===== src/rtl/sr_frame_sync.sv =====
// sr_frame_sync: hunts for a 4-bit sync pattern in a serial shift-register window, then
// captures NIBBLES consecutive non-overlapping 4-bit windows and presents them as one
// parallel frame word. Keeps a saturating count of completed frames.
//
// Ports:
//   clk        - system clock, rising edge
//   reset      - asynchronous active-low reset
//   en         - one new serial bit has entered `state` this cycle
//   state      - shift-register window, state[0] newest bit
//   cnt_clr    - synchronous clear of frame_cnt (wins over increment)
//   data_out   - last completed frame, first captured nibble in the MS bits
//   data_valid - one-cycle pulse when data_out updates
//   sync_hit   - one-cycle pulse when the sync pattern is accepted
//   busy       - high while collecting a frame
//   frame_cnt  - saturating count of completed frames
module sr_frame_sync #(
    parameter logic [3:0]  SYNC_PAT = 4'b1011,
    parameter int unsigned NIBBLES  = 2,
    parameter int unsigned CNT_W    = 8
) (
    input  logic                   clk,
    input  logic                   reset,
    input  logic                   en,
    input  logic [3:0]             state,
    input  logic                   cnt_clr,
    output logic [4*NIBBLES-1:0]   data_out,
    output logic                   data_valid,
    output logic                   sync_hit,
    output logic                   busy,
    output logic [CNT_W-1:0]       frame_cnt
);

    localparam int unsigned FrameW  = 4 * NIBBLES;
    localparam logic [2:0]  LastIdx = 3'(NIBBLES - 1);

    typedef enum logic {
        StHunt    = 1'b0,
        StCollect = 1'b1
    } fsm_e;

    fsm_e              r_fsm,        w_fsm_nxt;
    logic [1:0]        r_bit_cnt,    w_bit_cnt_nxt;
    logic [2:0]        r_nib_idx,    w_nib_idx_nxt;
    logic [FrameW-1:0] r_buf,        w_buf_nxt;
    logic [FrameW-1:0] r_data_out,   w_data_out_nxt;
    logic              r_data_valid, w_data_valid_nxt;
    logic              r_sync_hit,   w_sync_hit_nxt;
    logic [CNT_W-1:0]  r_frame_cnt,  w_frame_cnt_nxt;

    always_ff @(posedge clk or negedge reset) begin
        if (!reset) begin
            r_fsm        <= StHunt;
            r_bit_cnt    <= '0;
            r_nib_idx    <= '0;
            r_buf        <= '0;
            r_data_out   <= '0;
            r_data_valid <= 1'b0;
            r_sync_hit   <= 1'b0;
            r_frame_cnt  <= '0;
        end else begin
            r_fsm        <= w_fsm_nxt;
            r_bit_cnt    <= w_bit_cnt_nxt;
            r_nib_idx    <= w_nib_idx_nxt;
            r_buf        <= w_buf_nxt;
            r_data_out   <= w_data_out_nxt;
            r_data_valid <= w_data_valid_nxt;
            r_sync_hit   <= w_sync_hit_nxt;
            r_frame_cnt  <= w_frame_cnt_nxt;
        end
    end

    always_comb begin
        w_fsm_nxt        = r_fsm;
        w_bit_cnt_nxt    = r_bit_cnt;
        w_nib_idx_nxt    = r_nib_idx;
        w_buf_nxt        = r_buf;
        w_data_out_nxt   = r_data_out;
        w_data_valid_nxt = 1'b0;
        w_sync_hit_nxt   = 1'b0;

        if (en) begin
            unique case (r_fsm)
                StHunt: begin
                    if (state == SYNC_PAT) begin
                        w_fsm_nxt      = StCollect;
                        w_bit_cnt_nxt  = '0;
                        w_nib_idx_nxt  = '0;
                        w_sync_hit_nxt = 1'b1;
                    end
                end
                StCollect: begin
                    if (r_bit_cnt != 2'd3) begin
                        w_bit_cnt_nxt = r_bit_cnt + 2'd1;
                    end else begin
                        // Four fresh bits since the last window: window is disjoint, capture it.
                        for (int unsigned k = 0; k < NIBBLES; k++) begin
                            if (r_nib_idx == 3'(k)) begin
                                w_buf_nxt[FrameW-4-4*k +: 4] = state;
                            end
                        end
                        w_bit_cnt_nxt = '0;
                        if (r_nib_idx == LastIdx) begin
                            // Frame complete; the returning edge does not test for sync.
                            w_data_out_nxt   = w_buf_nxt;
                            w_data_valid_nxt = 1'b1;
                            w_nib_idx_nxt    = '0;
                            w_fsm_nxt        = StHunt;
                        end else begin
                            w_nib_idx_nxt = r_nib_idx + 3'd1;
                        end
                    end
                end
                default: w_fsm_nxt = StHunt;
            endcase
        end
    end

    // Counter moves together with data_out so both are visible in the data_valid cycle.
    always_comb begin
        w_frame_cnt_nxt = r_frame_cnt;
        if (cnt_clr) begin
            w_frame_cnt_nxt = '0;
        end else if (w_data_valid_nxt && (r_frame_cnt != {CNT_W{1'b1}})) begin
            w_frame_cnt_nxt = r_frame_cnt + CNT_W'(1);
        end
    end

    assign data_out   = r_data_out;
    assign data_valid = r_data_valid;
    assign sync_hit   = r_sync_hit;
    assign busy       = (r_fsm == StCollect);
    assign frame_cnt  = r_frame_cnt;

endmodule

===== config.mk =====
export PLATFORM = sky130hd
export DESIGN_NAME = sr_frame_sync
export DESIGN_NICKNAME = d
export VERILOG_FILES = /design/src/rtl/sr_frame_sync.sv
export SDC_FILE = /design/constraint.sdc
export NUM_CORES = 1
export LEC_CHECK = 0
export ABC_CLOCK_PERIOD_IN_PS = 2200
export CORE_AREA = 8 8 75 77
export DETAILED_ROUTE_END_ITERATION = 6
export DIE_AREA = 0 0 83 85
export PLACE_DENSITY = 0.52
export SKIP_LAST_GASP = 1
export SYNTH_ARGS = -nofsm -noshare
export SYNTH_HDL_FRONTEND = slang
export SYNTH_SLANG_ARGS = --single-unit

===== constraint.sdc =====
create_clock -name clk -period 2.2 [get_ports clk]
set_clock_uncertainty 0.2 [all_clocks]
set_input_delay 0.33 -clock clk [delete_from_list [all_inputs] [get_ports clk]]
set_output_delay 0.33 -clock clk [all_outputs]
set_load 0.02 [all_outputs]

==> results.json <==
{
  "avgSynthCellArea_um2": 9.95,
  "setup_tns_ps": 0,
  "cts_htree_levels": 1,
  "syn-num-nets": 139,
  "status": "finished, final reports clean",
  "crit_path_end_kind": "output pin",
  "core_mm2": 0.00454,
  "setup_viol": 0,
  "wl_um": 2920,
  "place_hpwl_um": 2150,
  "worstPathRequired_ps": 1670,
  "post-route-drc-count": 0,
  "vias": 1058,
  "ios": 27,
  "syn_inst": 129,
  "relSlewSlack_pct": 59.5,
  "yosysWarnings": 0,
  "synth_top_area_share_pct": 54.6,
  "timing.rr.start": "r_bit_cnt[0]",
  "n_antenna_cell": 0,
  "syn_area_mm2": 0.00128,
  "post-route-period-util_pct": 92.6,
  "setup.worst_path.start": "busy",
  "drv_cap": 0,
  "synth-seq-area-share_pct": 54.6,
  "criticalPathCategory": "register to output pin",
  "crit_slowest_cell": "clkdlybuf4s50_1",
  "path_buf_inv": 1,
  "grt_pass1_vias": 1073,
  "initial_utilization_pct": 28.3,
  "postCtsSetupBuffers": 0,
  "cp_top_family": "buffers and inverters",
  "worstPathArrival_ps": 1510,
  "nets": 168,
  "slowest_delay_ps": 680,
  "worst_pin_slew_ps": 605,
  "drtAntennaViolNets": 0,
  "die_y_um": 85,
  "die_x_um": 83,
  "cts_buffers": 3,
  "rows": 25,
  "io_buffers": 26,
  "power_mw": 1.71,
  "peakVddDrop_mv": 0.650,
  "multiInputGateArea_um2": 543,
  "ys_seq_elements": 28,
  "overflow": 0,
  "clock.fmax_mhz": 491,
  "powerDensity_mw_per_mm2": 1010,
  "numClockSinks": 28,
  "clk_path_buf_depth": 2,
  "worstPathCellList": "clkdlybuf4s50_1",
  "fillers": 453,
  "setup_slack_ps": 162,
  "seq_area_um2": 701,
  "cts_root_buf": "clkbuf_8",
  "drive_above_1_share_pct": 10.2,
  "grt_first_pass_wirelength_um": 5270,
  "first_pass_iters": 4,
  "synth.distinct_cells": 27,
  "die_area_mm2": 0.00706,
  "area_growth_pct": 31.8,
  "ys_top_cells_by_area": "dfrtp_1 (55%), nand2_1 (9.6%), a21oi_1 (3.5%)",
  "routedWlPerCell_um": 13.9,
  "synth_top_area_cell": "dfrtp_1",
  "finalHoldViolations": 0,
  "dp_slack_ps": 70.8,
  "cellLeakagePower_nw": 0.716,
  "period_minus_slack_ps": 2040,
  "startpoint_type": "register",
  "grt_max_degree": 29,
  "viasPerCell": 5.01,
  "cts_tree": "built",
  "place.gp.congestion": 0.787,
  "insertion_delay_ps": 280,
  "grt_util_all_layers_pct": 8.76,
  "crit_fanout": 10,
  "hp-class": "input pin to async pin",
  "drv_slew": 0,
  "rsz0062_at_grt": "false",
  "clk_pin_slew_ps": 100,
  "first_iter_violations": 62,
  "antenna_found_initial": 0
}
cell type report:
| class | instances | area share [%] |
|---|---|---|
| tap | 54 | 3.99 |
| multi-input combinational | 91 | 32.1 |
| sequential | 28 | 41.4 |
| inverter | 3 | 0.666 |
| clock inverter | 1 | 1.78 |
| timing repair buffer | 31 | 17.6 |
| clock buffer | 3 | 2.44 |
sequential cells by signal, summed over array words and instances, names as in the netlist:
register / count
r_bit_cnt: 2
frame_cnt: 8
data_valid: 1
data_out: 8
busy: 1
r_buf: 4
sync_hit: 1
r_nib_idx: 3
routing by layer:
| metal | global-route usage [%] | wire length, µm | up-vias |
|---|---|---|---|
| met5 | 0 | 0 | - |
| met4 | 1.92 | 32 | 0 |
| met3 | 3.54 | 176 | 7 |
| met2 | 13.4 | 1280 | 30 |
| met1 | 11.2 | 1430 | 506 |
| li1 | - | - | 515 |
worst register-to-register path, delay by kind of cell, from the launching register on:
kind / cells / cell delay (ps)
buffers and inverters: 1 / 210
flip-flops: 1 / 390
AND/OR/NAND/NOR: 2 / 340
AO/OA/AOI/OAI: 2 / 470
adder cells (fa/ha/maj): 1 / 250
cell families after synthesis:
logic type / synth area share (%)
mux: 4.29
compound gates: 12.0
fa+ha+maj: 1.95
flops: 54.6
simple gates: 23.9
buf+inv: 3.31
repair_timing:
| item | 4_1_cts | 5_1_grt |
|---|---|---|
| hold buffers | 0 | 0 |
| setup endpoints to repair | 0 | 1 |
| hold endpoints to repair | 0 | 0 |
| resized for setup | 0 | 1 |
Yosys cell counts (all sizes together):
library cell / instances
dfrtp: 28
mux2: 4
a41oi: 1
nand2: 33
a32o: 2
nor2: 3
nand4: 4
inv: 3
clkbuf: 1
buf: 6
or3: 2
nor2b: 1
o31ai: 5
or4: 5
and2: 2
nand3b: 1
ha: 2
nand3: 7
mux2i: 1
a21oi: 9
and4: 1
nand4b: 1
o21ai: 5
o41ai: 2
cells in the final DEF (no fill, tap or decap), types with 2 or more instances in the layout:
master,instances
nand2_1,33
o31ai_1,5
buf_4,5
inv_1,3
a32o_1,2
clkdlybuf4s50_1,26
nand3_1,7
dfrtp_1,28
nor2_1,3
mux2_2,4
a21oi_1,9
or3_1,2
o41ai_1,2
nand4_1,3
clkbuf_8,3
or4_1,5
o21ai_0,5
stage by stage:
| step | util (%) | hold slack [ps] | instance area (µm²) | std cells |
|---|---|---|---|---|
| final | 37.3 | 229 | 1690 | 211 |
| after global routing | 37.3 | 265 | 1690 | 211 |
| after CTS | 37.2 | 240 | 1690 | 211 |
| after detailed placement | 35.7 | 262 | 1620 | 207 |
| after global placement | 35.7 | 254 | 1620 | 207 |
| after floorplan | - | -166 | 1280 | 129 |
power breakdown:
group          total [mW]  internal [mW]  leakage (nW)  switching, mW
Sequential          0.770          0.653         0.368          0.117
Combinational       0.543          0.270         0.312          0.273
Clock               0.402          0.244        0.0357          0.159
path summary, 6_finish.rpt:
path	cells past startpoint	slack [ps]	end
setup / recovery	1	160	busy
hold / removal	2	230	data_out[2]
setup reg to reg	6	250	frame_cnt[7]
hold reg to reg	2	280	data_out[5]
max in group asynchronous	2	1300	data_out[1]
min in group clk	2	280	data_out[5]
Note: power is estimated with default switching activity, not from simulation.
